$ cat src/rtl/dir_input_queue_pkg.sv
// Shared direction codes, key bit indices and helpers for the snake input stage.
package dir_input_queue_pkg;

  typedef logic [2:0] dir_t;

  localparam dir_t DIR_NONE  = 3'd0;
  localparam dir_t DIR_UP    = 3'd1;
  localparam dir_t DIR_DOWN  = 3'd2;
  localparam dir_t DIR_LEFT  = 3'd3;
  localparam dir_t DIR_RIGHT = 3'd4;

  localparam int unsigned KEY_RIGHT = 0;
  localparam int unsigned KEY_LEFT  = 1;
  localparam int unsigned KEY_DOWN  = 2;
  localparam int unsigned KEY_UP    = 3;

  function automatic dir_t opposite(input dir_t d);
    unique case (d)
      DIR_UP:    opposite = DIR_DOWN;
      DIR_DOWN:  opposite = DIR_UP;
      DIR_LEFT:  opposite = DIR_RIGHT;
      DIR_RIGHT: opposite = DIR_LEFT;
      default:   opposite = DIR_NONE;
    endcase
  endfunction

endpackage

$ cat src/rtl/dir_input_queue_if.sv
// Button/tick inputs and direction outputs of the snake input stage.
interface dir_input_queue_if;
  import dir_input_queue_pkg::*;

  logic [3:0] key_n;
  logic       tick;
  logic       lock;
  dir_t       dir_out;
  logic       started;
  logic [1:0] q_count;

  modport master (
    output key_n, tick, lock,
    input  dir_out, started, q_count
  );

  modport slave (
    input  key_n, tick, lock,
    output dir_out, started, q_count
  );

endinterface

$ cat src/rtl/dir_input_queue_key_debounce.sv
// Two-flop synchroniser plus stable-count debouncer for one active-low button.
module key_debounce #(
  parameter int unsigned DEBOUNCE_CYCLES = 50000,
  parameter int unsigned CNT_W           = 16
) (
  input  logic clk_i,
  input  logic rst_ni,
  input  logic key_ni,
  output logic stable_o,
  output logic press_o
);

  localparam logic [CNT_W-1:0] LastCnt = CNT_W'(DEBOUNCE_CYCLES - 2);

  logic             sync1_q, sync2_q;
  logic             stable_q, stable_d;
  logic [CNT_W-1:0] cnt_q, cnt_d;
  logic             differ, flip;

  assign differ = (sync2_q != stable_q);
  // Flip on the edge where the count would reach DEBOUNCE_CYCLES-1.
  assign flip   = differ && (cnt_q == LastCnt);

  always_comb begin
    stable_d = stable_q;
    cnt_d    = cnt_q;
    if (!differ || flip) begin
      cnt_d = '0;
    end else begin
      cnt_d = cnt_q + 1'b1;
    end
    if (flip) begin
      stable_d = sync2_q;
    end
  end

  always_ff @(posedge clk_i or negedge rst_ni) begin
    if (!rst_ni) begin
      sync1_q  <= 1'b0;
      sync2_q  <= 1'b0;
      stable_q <= 1'b0;
      cnt_q    <= '0;
    end else begin
      sync1_q  <= ~key_ni;
      sync2_q  <= sync1_q;
      stable_q <= stable_d;
      cnt_q    <= cnt_d;
    end
  end

  assign stable_o = stable_q;
  assign press_o  = flip & sync2_q;

endmodule

$ cat src/rtl/dir_input_queue.sv
// Debounced direction buttons, reversal filter and 2-deep direction queue.
module dir_input_queue
  import dir_input_queue_pkg::*;
#(
  parameter int unsigned DEBOUNCE_CYCLES = 50000,
  parameter int unsigned CNT_W           = 16
) (
  input logic              clk_i,
  input logic              rst_ni,
  dir_input_queue_if.slave bus
);

  logic [3:0] key_stable, key_press_raw, key_press;

  for (genvar i = 0; i < 4; i++) begin : g_key
    key_debounce #(
      .DEBOUNCE_CYCLES(DEBOUNCE_CYCLES),
      .CNT_W          (CNT_W)
    ) u_key_debounce (
      .clk_i   (clk_i),
      .rst_ni  (rst_ni),
      .key_ni  (bus.key_n[i]),
      .stable_o(key_stable[i]),
      .press_o (key_press_raw[i])
    );
  end

  // A press is only valid while the registered level is still released.
  assign key_press = key_press_raw & ~key_stable;

  dir_t       dir_out_q, dir_out_d;
  logic       started_q, started_d;
  logic [1:0] count_q, count_d;
  logic       rd_ptr_q, wr_ptr_q;
  dir_t       entry_q [2];

  dir_t req, ref_dir;
  logic pop, push;

  always_comb begin
    req = DIR_NONE;
    if      (key_press[KEY_UP])    req = DIR_UP;
    else if (key_press[KEY_DOWN])  req = DIR_DOWN;
    else if (key_press[KEY_LEFT])  req = DIR_LEFT;
    else if (key_press[KEY_RIGHT]) req = DIR_RIGHT;
  end

  assign pop = bus.tick && !bus.lock && (count_q != 2'd0);

  // The tail entry is also the post-pop reference: when the only entry is
  // popped it becomes dir_out, and the tail still holds that value.
  assign ref_dir = (count_q != 2'd0) ? entry_q[wr_ptr_q - 1'b1] : dir_out_q;

  assign push = (req != DIR_NONE) && (req != ref_dir) && (req != opposite(ref_dir)) &&
                !((count_q == 2'd2) && !pop);

  always_comb begin
    dir_out_d = dir_out_q;
    started_d = started_q;
    if (pop) begin
      dir_out_d = entry_q[rd_ptr_q];
      started_d = 1'b1;
    end
    count_d = count_q + {1'b0, push} - {1'b0, pop};
  end

  always_ff @(posedge clk_i or negedge rst_ni) begin
    if (!rst_ni) begin
      dir_out_q  <= DIR_NONE;
      started_q  <= 1'b0;
      count_q    <= 2'd0;
      rd_ptr_q   <= 1'b0;
      wr_ptr_q   <= 1'b0;
      entry_q[0] <= DIR_NONE;
      entry_q[1] <= DIR_NONE;
    end else begin
      dir_out_q <= dir_out_d;
      started_q <= started_d;
      count_q   <= count_d;
      if (pop) begin
        rd_ptr_q <= ~rd_ptr_q;
      end
      if (push) begin
        entry_q[wr_ptr_q] <= req;
        wr_ptr_q          <= ~wr_ptr_q;
      end
    end
  end

  assign bus.dir_out = dir_out_q;
  assign bus.started = started_q;
  assign bus.q_count = count_q;

endmodule

$ cat src/flat_wrapper.sv
// flat-port wrapper written by rule: the top's interface ports become plain ports
module dir_input_queue_flat import dir_input_queue_pkg::*;
#(
  parameter int unsigned DEBOUNCE_CYCLES = 50000,
  parameter int unsigned CNT_W           = 16
)
  (clk_i, rst_ni, bus_key_n, bus_tick, bus_lock, bus_dir_out, bus_started, bus_q_count);
  dir_input_queue_if bus_i ();
  input logic clk_i;
  input logic rst_ni;
  input wire logic [$bits(bus_i.key_n)-1:0] bus_key_n;
  input wire logic [$bits(bus_i.tick)-1:0] bus_tick;
  input wire logic [$bits(bus_i.lock)-1:0] bus_lock;
  output wire logic [$bits(bus_i.dir_out)-1:0] bus_dir_out;
  output wire logic [$bits(bus_i.started)-1:0] bus_started;
  output wire logic [$bits(bus_i.q_count)-1:0] bus_q_count;
  assign bus_i.key_n = bus_key_n;
  assign bus_i.tick = bus_tick;
  assign bus_i.lock = bus_lock;
  assign bus_dir_out = bus_i.dir_out;
  assign bus_started = bus_i.started;
  assign bus_q_count = bus_i.q_count;
  dir_input_queue #(.DEBOUNCE_CYCLES(DEBOUNCE_CYCLES), .CNT_W(CNT_W)) u_core (.clk_i(clk_i), .rst_ni(rst_ni), .bus(bus_i));
endmodule
$ cat config.mk
export PLATFORM = sky130hd
export DESIGN_NAME = dir_input_queue_flat
export DESIGN_NICKNAME = d
export VERILOG_FILES = /design/src/rtl/dir_input_queue_pkg.sv /design/src/rtl/dir_input_queue_if.sv /design/src/rtl/dir_input_queue_key_debounce.sv /design/src/rtl/dir_input_queue.sv /design/src/flat_wrapper.sv
export SDC_FILE = /design/constraint.sdc
export NUM_CORES = 1
export LEC_CHECK = 0
export ABC_AREA = 0
export BUFFER_PORTS_ARGS = -buffer_cell sky130_fd_sc_hd__buf_2
export CORE_MARGIN = 3
export CORE_UTILIZATION = 40
export CTS_CLUSTER_SIZE = 12
export DETAILED_ROUTE_END_ITERATION = 6
export PLACE_DENSITY = 0.56
export SLEW_MARGIN = 10
export SYNTH_ARGS = -nofsm -noshare
export SYNTH_HDL_FRONTEND = slang
export SYNTH_SLANG_ARGS = --single-unit
$ cat constraint.sdc
create_clock -name clk_i -period 4.24 [get_ports clk_i]
set_input_delay 0.424 -clock clk_i [delete_from_list [all_inputs] [get_ports clk_i]]
set_output_delay 0.424 -clock clk_i [all_outputs]
set_load 0.05 [all_outputs]
# --- After elaboration in Yosys (flattened, before gate mapping) ---
# Cells that the tools add are included.
totals:
  rom_bits: 0
  latch_bits: 0
  regBits: 90
  mem_bits_rw: 0
  n_memories: 0
  elab_cells: 107
  output_inout_bits: 6
classes:
  n_addsub: 7
  mux: 19
  n_lt_le_gt_ge: 4
  n_bitwise: 15
  reduce_logical: 24
  n_eq_ne: 15
  multipliers: 0
  shifts: 0
  n_div: 0
op_table:
  columns: ["op", "count"]
  rows:
  - ["16-bit by 1-bit adder with 16-bit output, second input constant", 4]
  - ["16-bit equality test, second input constant", 4]
  - ["16-bit 2-to-1 mux", 4]
  - ["3-bit 2-to-1 mux", 12]
  - ["3-bit case mux with 4 select lines", 1]
  - ["1-bit logical AND", 11]
  - ["1-bit logical NOT", 7]
  - ["6-bit bitwise mux", 1]
  - ["3-bit by 2-bit equality test with 1-bit output, second input constant", 2]
  - ["2-bit greater-or-equal comparator, second input constant", 3]
  - ["3-bit != test", 2]
  - ["1-bit inverter", 6]
  - ["1-bit inverter with 2-bit output", 3]
  - ["1-bit bitwise AND", 4]
  - ["4-bit bitwise AND", 1]
  - ["1-bit logical OR", 4]
  - ["1-bit != test", 4]
  - ["4-bit inverter", 1]
  - ["3-bit demux with 1-bit select", 1]
  - ["3-bit by 1-bit equality test with 1-bit output, second input constant", 1]
  - ["3-bit equality test, second input constant", 1]
  - ["3-bit nonzero test", 1]
  - ["2-bit by 1-bit adder with 2-bit output", 1]
  - ["2-bit equality test, second input constant", 1]
  - ["4 further kinds", 4]

# --- Depth between registers and ports, before layout ---
# Gate-level depths: netlist of the first run.
logic_depth:
  depth_word: 14
  depth_mapped: 14

# --- Cells and area by module ---
# A second synthesis of the first run with hierarchy kept.
unflattened:
  hier_cells: 431
  area_unflattened_um2: 4769.6
modules_own_cells:
  columns: ["mod", "area_each_um2", "cells_each", "instances"]
  rows:
  - ["key_debounce", 993.5, 88, 4]
  - ["dir_input_queue", 795.8, 79, 1]

# --- Worst setup path before layout of the first run ---
# OpenSTA, ideal clock, no wires.
synth_timing:
  path_type: "flip-flop to flip-flop"
  from: "register u_core.g_key[1].u_key_debounce.cnt_q[7]"
  to: "register u_core.count_q[1], in the netlist u_core.bus.q_count[1]"
  arrival_time_ns: 2.821
  period_less_slack_ns: 2.965
  path_stages_with_launch: 12
  path_slack_ns: 1.275
  path_buffers: 0
  required_time_ns: 4.096
  path_cell_list: "dfrtp_1 > or4b_1 > or4_4 > nor4_1 > a2111oi_2 > a211oi_2 > nand2_2 > nand3b_1 > inv_1 > ha_1 > xnor2_1 > xnor2_1"
synth_between:
  elab_chain_cells: 13
  elab_cells_between_ends: 15
synth_rtl:
  columns: ["element", "line_no", "source"]
  rows:
  - ["start, declared", "dir_input_queue_key_debounce.sv:17", "logic [CNT_W-1:0] cnt_q, cnt_d;"]
  - ["start signal, assigned", "dir_input_queue_key_debounce.sv:47", "cnt_q <= cnt_d;"]
  - ["16-bit equality test (*)", "dir_input_queue_key_debounce.sv:22", "assign flip = differ && (cnt_q == LastCnt);"]
  - ["1-bit logical AND (*)", "dir_input_queue_key_debounce.sv:22", null]
  - ["1-bit bitwise AND (*)", "dir_input_queue_key_debounce.sv:52", "assign press_o = flip & sync2_q;"]
  - ["4-bit bitwise AND (*)", "dir_input_queue.sv:29", "assign key_press = key_press_raw & ~key_stable;"]
  - ["3-bit 2-to-1 mux (*)", "dir_input_queue.sv:44", "else if (key_press[KEY_LEFT]) req = DIR_LEFT;"]
  - ["3-bit 2-to-1 mux (*)", "dir_input_queue.sv:43", "else if (key_press[KEY_DOWN]) req = DIR_DOWN;"]
  - ["3-bit 2-to-1 mux (*)", "dir_input_queue.sv:42", "if (key_press[KEY_UP]) req = DIR_UP;"]
  - ["3-bit != test / 3-bit nonzero test (equally long branches)", "dir_input_queue.sv:54", "assign push = (req != DIR_NONE) && (req != ref_dir) && (req != opposite(ref_dir)) &&"]
  - ["1-bit logical AND", "dir_input_queue.sv:54", null]
  - ["1-bit logical AND (*) (2 in a row)", "dir_input_queue.sv:54", null]
  - ["2-bit by 1-bit adder with 2-bit output (*)", "dir_input_queue.sv:64", "count_d = count_q + {1'b0, push} - {1'b0, pop};"]
  - ["2-bit by 1-bit subtractor with 2-bit output (*)", "dir_input_queue.sv:64", null]
  - ["via u_core.count_d[1]", "dir_input_queue.sv:33", "logic [1:0] count_q, count_d;"]
  - ["end signal, assigned", "dir_input_queue.sv:79", "count_q <= count_d;"]
  - ["end, declared", "dir_input_queue.sv:33", null]
# The timed path passes the listed nets; every way through them passes the cells marked *.
# A chain may end at the register's enable or synchronous reset.

# --- Worst setup path in the final report of the first run ---
layout_timing:
  from: "register u_core.g_key[0].u_key_debounce.cnt_q[5]"
  to: "register u_core.count_q[1], in the netlist u_core.bus.q_count[1]"
layout_between:
  elab_chain_cells: 14
  elab_cells_between_ends: 16
layout_rtl:
  columns: ["element", "line_no", "source"]
  rows:
  - ["start, declared", "dir_input_queue_key_debounce.sv:17", null]
  - ["start signal, assigned", "dir_input_queue_key_debounce.sv:47", null]
  - ["16-bit equality test (*)", "dir_input_queue_key_debounce.sv:22", null]
  - ["1-bit logical AND (*)", "dir_input_queue_key_debounce.sv:22", null]
  - ["1-bit bitwise AND (*)", "dir_input_queue_key_debounce.sv:52", null]
  - ["4-bit bitwise AND (*)", "dir_input_queue.sv:29", null]
  - ["3-bit 2-to-1 mux (*)", "dir_input_queue.sv:45", "else if (key_press[KEY_RIGHT]) req = DIR_RIGHT;"]
  - ["3-bit 2-to-1 mux (*)", "dir_input_queue.sv:44", null]
  - ["3-bit 2-to-1 mux (*)", "dir_input_queue.sv:43", null]
  - ["3-bit 2-to-1 mux (*)", "dir_input_queue.sv:42", null]
  - ["3-bit != test / 3-bit nonzero test (equally long branches)", "dir_input_queue.sv:54", null]
  - ["1-bit logical AND", "dir_input_queue.sv:54", null]
  - ["1-bit logical AND (*) (2 in a row)", "dir_input_queue.sv:54", null]
  - ["2-bit by 1-bit adder with 2-bit output (*)", "dir_input_queue.sv:64", null]
  - ["2-bit by 1-bit subtractor with 2-bit output (*)", "dir_input_queue.sv:64", null]
  - ["via u_core.count_d[1]", "dir_input_queue.sv:33", null]
# Marked as above.

==> results, run 1 <==
- Entering global routing, the biggest net connects 50 pins.
- Of the total synthesized cell area, the portion taken by AND, OR, NAND and NOR gates is between 20% and 30%.
- The remaining number of nets flagged by the antenna check after routing is 0.
- The top cell types in the final layout, fill and taps aside, are 90 x dfrtp_1, 67 x nor2_1, 37 x nand3_1.
- The first TritonRoute pass finished after 4 iterations.
- The I/O pin count is 14.
- STA puts the critical path data required time at 4500 ps.
- The width of the chip is 113 microns.
- The area growth from synthesis to layout is 12.2%.
- The timing endpoint of the critical path is u_core.bus.q_count[1].
- The number of filler instances in the final layout is 1029.
- Global routing used 14.7% of the available tracks.
- The number of pins with negative max-slew slack in the final report is 0.
- The via count of the first global-routing pass came to 3218.
- The reg-to-reg critical path startpoint is u_core.g_key[0].u_key_debounce.cnt_q[5].
- The worst-case IR drop observed on VDD is around 0.31 mV.
- The number of cells on the worst reg-to-reg path is 11.
- The launch point of the critical path is u_core.g_key[0].u_key_debounce.cnt_q[5].
- The dominant combinational cell family by area after synthesis is simple AND/OR/NAND/NOR gates.
- The finished cells cover 5120 sq um.
- STA puts the critical path data arrival time at ~3400 ps.
- The post-route DRC violation count is 0.
- Between clock sinks in the finished design, the worst skew comes to 9.99 ps.
- The post-synthesis xor/xnor area fraction is 10.2%.
- The minimum clock period after layout is 3180 ps.
- Summed over all failing endpoints, the final setup total negative slack is 0 ps.
- The total detailed-routing wirelength is approximately 8.5 mm.
- The transition time of the tightest slew-check pin is between 1000 and 1500 ps.
- The flop-to-flop setup slack is 1060 ps.
- The number of setup buffers added after CTS is 0.
- The startpoint kind of the worst setup timing path is a register.
- The netlist uses 60 different library cells.
- The master cell of the clock root buffer is clkbuf_16.
- The kind of end point of the critical path is a register.
- The area enclosed by the die boundary is 12700 sq um.
- After synthesis the netlist holds a flip-flop and latch count of 90.
- The number of nets handed over by synthesis was between 400 and 500.
- After floorplanning, the core was divided into 38 placement rows.
- Summed over all cells, the static leakage comes to 2.22 nW.
- The clock passes through at most 2 buffers.
- Setup repair after global routing left no endpoint under its margin.
- For this run, the register share of the synthesized area comes to 49.4%.
- After clock tree synthesis, the clock-pin slew on the worst setup and hold paths is 60 ps.
- The achievable frequency is roughly 310 MHz.
- The critical path is of the register to register type.
- The TritonCTS clock tree is built.
- Buffers inserted to repair hold after CTS numbered 0.
- The synthesized netlist devotes 6.25% of its cell area to compound gates.
- The total setup violations reported at the end of the flow is 0.
- Cells fill 46.6% of the core in the end.
- The number of CTS-inserted buffers is 9.
- Hold is met by 100 ps.
- In the final routed layout, each cell accounts on average for 13.8 microns.
- The final worst-path setup slack is 1060 ps.
- The Yosys step of the flow raised 0 warnings.
- After floorplanning, the core was sized to cover 11000 sq um.
- The multiplexer fraction of the synthesized cell area is 3.21%.
- The synthesized cell area is 4560 sq um.
- Among all flip-flop cells after synthesis, the most frequent one is dfrtp_1.
- Leaving out fill and tap cells, the most frequent cell in the layout is dfrtp_1.
- The number of antenna violations at the first check in global routing was 0.
- The adder-cell share of the synthesized area is under 10%.
- For this configuration, the core starts out at a cell density of 41.5%.
- The total grt overflow is 0.
- Max-cap violations in this run came to 0.
- The last weighted congestion value of the routability-driven placer is 0.861.
- In this run the vertical extent of the chip is approximately 110 microns.
- Cells with a size suffix above 1 make up 12.0% of the layout.
- For this block, the via count after detailed routing is 3254.
- The post-CTS resize count is 0.
- The gate count after technology mapping is 455.
- The average vias per placed instance is 5.28.
- The cell area power density is 446 nW/um^2.
- The maximum fanout encountered on the critical timing path is 5.
- The number of synthesized flops with an enable pin is 0.
- The share of the clock period used by the worst path is 74.9%.
- The placed cell area is 4780 sq um.
- The clock tree synthesis step divided the H-tree into 3 levels.
- The wire length of the first global-routing pass is 15.3 mm.
- The fraction of synthesis flops using an asynchronous set or reset pin is 100%.
- The total number of nets in the final design is 489.
- In this run the tool buffered the top-level ports with 13 buffer cells.
- The capturing point of the worst reg2reg path is u_core.bus.q_count[1].
- Measured against its own limit, the worst slew margin works out to between 20 and 25%.
- The tightest min-delay check is of the input port to asynchronous set/reset pin type.
- The average cell area after synthesis is 10.0 sq um.
- Prior to clock tree synthesis, the placed netlist has a worst setup slack of between 1000 and 1500 ps.
- For this block, the initial DRC count from the detailed router was 223.
- The clock latency at the later pin of the worst-skew pair is 340 ps.
- The run finished with clean final reports.
- The count of endpoints failing hold in the final timing report is 0.
- The clock drives 90 sinks.
- The antenna diode count is 0.
- The placed wire-length estimate is 5.98 mm.
## power by group
part / switching, mW / total [mW] / leakage, nW / internal, mW
Sequential: 0.0536 / 0.955 / 1.21 / 0.902
Clock: 0.322 / 0.885 / 0.165 / 0.563
Combinational: 0.292 / 0.441 / 0.845 / 0.149
## stage by stage
step / power, mW / instances
5_1_grt: 2.40 / 616
3_3_place_gp: 1.40 / 600
2_1_floorplan: 1.30 / 455
3_5_place_dp: 1.41 / 600
6_report: 2.28 / 616
4_1_cts: 2.30 / 616
## kinds of logic (layout without fill, tap and decap cells)
family,count (synthesis),in the layout
simple gates,216,216
flops,90,90
xor+xnor,53,53
compound gates,46,46
buf+inv,27,48
mux,13,13
fa+ha+maj,10,10
## per-layer routing
layer | vias to the layer above | track usage (%) | routed length (microns)
met5 | - | 0 | 0
met4 | 0 | 7.29 | 186
met3 | 13 | 2.51 | 250
met2 | 46 | 22.0 | 3790
met1 | 1583 | 20.5 | 4270
li1 | 1612 | - | -
## worst min path at each step
stage,from,endpoint,cells past startpoint
6_report,rst_ni,u_core.g_key[3].u_key_debounce.cnt_q[11],1
5_1_grt,rst_ni,u_core.g_key[3].u_key_debounce.cnt_q[12],1
4_1_cts,rst_ni,u_core.g_key[3].u_key_debounce.cnt_q[12],1
3_5_place_dp,u_core.g_key[2].u_key_debounce.sync1_q,u_core.g_key[2].u_key_debounce.sync2_q,0
3_3_place_gp,u_core.g_key[1].u_key_debounce.sync1_q,u_core.g_key[1].u_key_debounce.sync2_q,0
2_1_floorplan,rst_ni,u_core.bus.dir_out[0],0
## cells in the mapped netlist, drive strengths merged (8+ instances only)
cell type  number  area share [%]
a21oi          18             2.0
and3           12             1.7
clkbuf          8            0.66
dfrtp          90              49
ha             10             2.7
inv            17             1.4
nand2          23             1.9
nand3          38             4.3
nand4          14             1.9
nor2           67             5.5
nor3            8            0.88
o21ai          14             1.5
or3            11             1.5
xnor2          20             3.8
xor2           33             6.3
## worst max-delay path, cell delays in order, from the launching register on
cell and delay, ps:
dfrtp_1 400, or4b_2 730, nor4_4 360, nand2_1 100
nor4b_1 490, xnor2_1 200, nand2_2 120, nand3b_1 150
inv_1 60, ha_1 180, xnor2_1 170, xnor2_1 140
## sequential cells by signal, summed over array words and instances, names as in the netlist
signal	flops
u_core.g_key.u_key_debounce.cnt_q	64
u_core.bus.dir_out	3
u_core.g_key.u_key_debounce.sync2_q	4
u_core.entry_q	6
u_core.g_key.u_key_debounce.stable_o	4
u_core.rd_ptr_q	1
u_core.bus.started	1
u_core.bus.q_count	2
u_core.wr_ptr_q	1
u_core.g_key.u_key_debounce.sync1_q	4
## final cells by class
cell class              instances  area, sq um  area share (%)
flip-flops and latches         90         2250            44.0
well taps                     140          175            3.42
repair buffers                 15         82.6            1.61
inverters                      17         63.8            1.25
clock inverters                 4         72.6            1.42
clock buffers                  12          267            5.21
multi-input cells             338         2210            43.1
Power figures use the tool's default switching activity.
==> run 2, diff against run 1 <==
==> constraint.sdc (replaced) <==
create_clock -name clk_i -period 2.94 [get_ports clk_i]
set_input_delay 0.294 -clock clk_i [delete_from_list [all_inputs] [get_ports clk_i]]
set_output_delay 0.294 -clock clk_i [all_outputs]
set_load 0.05 [all_outputs]
==> run 2 against run 1 <==
Net effect: the flow now finishes with violations (negative hold slack, negative setup slack); final cell count grew 4.5%; utilization grew 2.6 points; die area is the same; sequential share of layout area shrank 2.3 points; combinational power grew 79%; critical path type unchanged; critical endpoint is now u_core.entry_q[0]; largest cell class is now multi-input combinational cells.
==> results, run 2 (same netlist as run 1, synthesis figures left out) <==
- The fraction of final layout cells sized beyond drive strength 1 was 19.2% (+7.3 points).
- The run finished, with violations left.
- Traced cell by cell, the critical path runs through or4b_4 -> or4_4 -> or2_4 -> a2111oi_4 -> a211oi_2 -> nand2_2 -> and4_4 -> mux2_4.
- The worst min-delay path category is input port to asynchronous set/reset pin.
- The depth of the CTS H-tree is 3 (unchanged).
- The I/O pin count is 14 (unchanged).
- The maximum fanout encountered on the critical timing path is 5 (unchanged).
- The final clock skew was 7.17 ps (-2.83 ps).
- The number of search-and-repair iterations in the first detailed-routing pass came to 4 (unchanged).
- The share of the clock period used by the worst path is 101% (+26 points).
- The normalized max-slew margin is 53.6% (+29 points).
- The top register by number of flip-flops is u_core.g_key.u_key_debounce.cnt_q.
- The overall global routing resource usage came to 14.7% (+0.033 points).
- The total setup violations reported at the end of the flow was 3 (+3).
- The number of maximum-capacitance constraint violations is 0 (unchanged).
- The width of the chip is 113 microns (unchanged).
- The commonest non-fill, non-tap cell in the layout is dfrtp_1.
- The final reports fail on negative hold slack, negative setup slack.
- The transition time of the tightest slew-check pin came to 696 ps (-431 ps).
- The mean routed wirelength per cell is 13.6 microns (-1.5%).
- The post-route DRC violation count is 0 (unchanged).
- The clock network power share is 36.3% (-2.5 points).
- The clock slew seen by the registers of the worst setup and hold paths was 70 ps (about the same).
- The remaining number of nets flagged by the antenna check after routing is 0 (unchanged).
- The largest registers in the layout are u_core.g_key.u_key_debounce.cnt_q: 64 flops, u_core.entry_q: 6 flops.
- The startpoint kind of the worst setup timing path is a register.
- The placed wire-length estimate is 6.16 mm (+3.1%).
- The number of pins with negative max-slew slack in the final report came to 0 (unchanged).
- The achievable frequency is 336 MHz (+6.7%).
- The total grt overflow came to 0 (unchanged).
- The minimum clock period after layout is 2980 ps (-199 ps).
- The root buffer cell chosen for the clock tree is clkbuf_16.
- The power share of the sequential group was 40.3% (-1.6 points).
- The final-layout worst hold slack is -13.4 ps (-113 ps).
- The required time at the worst-slack endpoint is 3160 ps (-1340 ps).
- The number of flip-flops under the largest register name is 64 (unchanged).
- The placement row count is 38 (unchanged).
- The static leakage power was 2.38 nW (+7.2%).
- The critical path is of the register to register type.
- Leaving out fill and tap cells, the most frequent cells in the layout are 90 x dfrtp_1, 67 x nor2_1, 37 x nand3_1.
- The area enclosed by the die boundary is 12700 sq um (unchanged).
- The internal cell power came to 2.35 mW (+45%).
- The arrival time at the worst endpoint is 3190 ps (-240 ps).
- The number of input and output port buffers inserted is 13 (unchanged).
- Setup repair after global routing could not meet its margin everywhere.
- The power dissipated by switching net loads was 1.02 mW (+53%).
- The initial cell density of the core came to 41.5% (unchanged).
- The highest ir drop seen on vdd is 0.466 mV (+52%).
- The count of endpoints failing hold in the final timing report is 8 (+8).
- The kind of end point of the critical path is a register.
- The combinational share of power came to 23.4% (+4.1 points).
- The final worst-path setup slack is -36.5 ps (-1100 ps).
- The biggest cell delay along the critical path came to 570 ps (-160 ps).
- The average vias per placed instance is 5.19 (-1.8%).
- The number of sinks on the clock net is 90 (unchanged).
- The wire length of the first global-routing pass was 15.4 mm (+0.63%).
- The critical path buffer and inverter count came to 0 (-1).
- The instance count after placement with tap cells included is 626 (+4.3%).
- The number of CTS-inserted buffers is 9 (unchanged).
- The total number of nets in the final design is 517 (+5.7%).
- The worst-path cell with the longest stage delay is or4_4.
- The die boundary height was 113 microns (unchanged).
- The switching power as a share of total power came to 30.3% (+1.0 points).
- The via count of the first global-routing pass is 3272 (+1.7%).
- The critical path starts at u_core.g_key[1].u_key_debounce.cnt_q[10].
- Grouping stages by cell kind, the critical path spends the most delay in simple AND/OR/NAND/NOR gates.
- The TritonCTS clock tree is built.
- The total via count after detailed routing was 3340 (+2.6%).
- The core area is 11000 sq um (unchanged).
- In this run the critical register-to-register path is launched from u_core.g_key[1].u_key_debounce.cnt_q[10].
- The initial DRC count was 182 (-18%).
- The cell area power density is 624 nW/um^2 (+40%).
- The hold-fix buffer count after cts is 0 (unchanged).
- The final standard cell count with taps included and fillers excluded is 644 (+4.5%).
- The number of antenna violations at the first check in global routing is 0 (unchanged).
- The maximum number of buffers from clock root to sink came to 2 (unchanged).
- The last weighted congestion value of the routability-driven placer is 0.888 (+3.1%).
- The antenna diode count was 0 (unchanged).
- The total detailed-routing wirelength is 8.75 mm (+3.0%).
- Relative to the synthesized area, the layout overhead comes to 18.3%.
- The clock latency at the later pin of the worst-skew pair came to 330 ps (about the same).
- The pin count of the biggest net entering global routing came to 54 (+8.0%).
- The share of the core filled with cells in the final layout came to 49.2% (+2.6 points).
==> run 2: changes by cell type in the layout (fill, tap and decap cells not counted), moves of 2 or more <==
cell,delta
buf_4,+28
clkbuf_8,-3
or4b_1,-3
or4b_4,+3
mux2_1,-2
mux2_4,+2
==> run 2: power groups by stage <==
stage	logic, mW	clock network (mW)	registers, mW
floorplan	0.373	0	1.50
detailed placement	0.718	0	1.38
global route	0.867	1.30	1.36
finish	0.788	1.22	1.36
global placement	0.712	0	1.38
CTS	0.763	1.25	1.36
==> run 2: final timing paths <==
| path | slack (ps) | depth (start not counted) | to |
|---|---|---|---|
| max | -40 | 8 | u_core.entry_q[0] |
| max in group asynchronous | 2230 | 2 | u_core.g_key[2].u_key_debounce.cnt_q[9] |
| min | -10 | 1 | u_core.g_key[3].u_key_debounce.cnt_q[10] |
| min reg2reg | 350 | 0 | u_core.g_key[2].u_key_debounce.sync2_q |
| min in group clk_i | 100 | 2 | u_core.g_key[3].u_key_debounce.sync1_q |
| max reg2reg | -40 | 8 | u_core.entry_q[0] |
==> run 2: final cells by class <==
class / count / area, sq um
Timing Repair Buffer: 43 / 293
Inverter: 17 / 63.8
Multi-Input combinational cell: 338 / 2300
Fill cell: 1026 / 5580
Clock buffer: 9 / 225
Tap cell: 140 / 175
Sequential cell: 90 / 2250
Clock inverter: 7 / 93.8
==> run 2: timing repair <==
action / in CTS / in global routing
resized for setup: 8 / 7
setup buffers: 2 / 0
gates cloned: 0 / 0
pin swaps: 7 / 2
endpoints found under the setup margin: 5 / 6
==> run 2: routing by layer <==
layer	vias to the layer above	GRT usage [%]	part of all wire, %
met5	-	0	0
met1	1596	20.5	50
li1	1673	-	-
met3	9	2.57	3.1
met4	0	6.73	1.6
met2	62	22.4	45
==> run 2: metrics by stage <==
step / setup WS (ps) / cell area, sq um / power, mW / setup TNS, ps / hold slack (ps)
4_1_cts: -59.0 / 5360 / 3.37 / -67.2 / 24.4
5_1_grt: -163 / 5400 / 3.53 / -528 / 53.7
2_1_floorplan: 9.97 / 4560 / 1.87 / 0 / -1.59
6_report: -36.5 / 5400 / 3.37 / -108 / -13.4
3_5_place_dp: -122 / 4970 / 2.10 / -213 / 336
3_3_place_gp: 29.2 / 4970 / 2.09 / 0 / 346
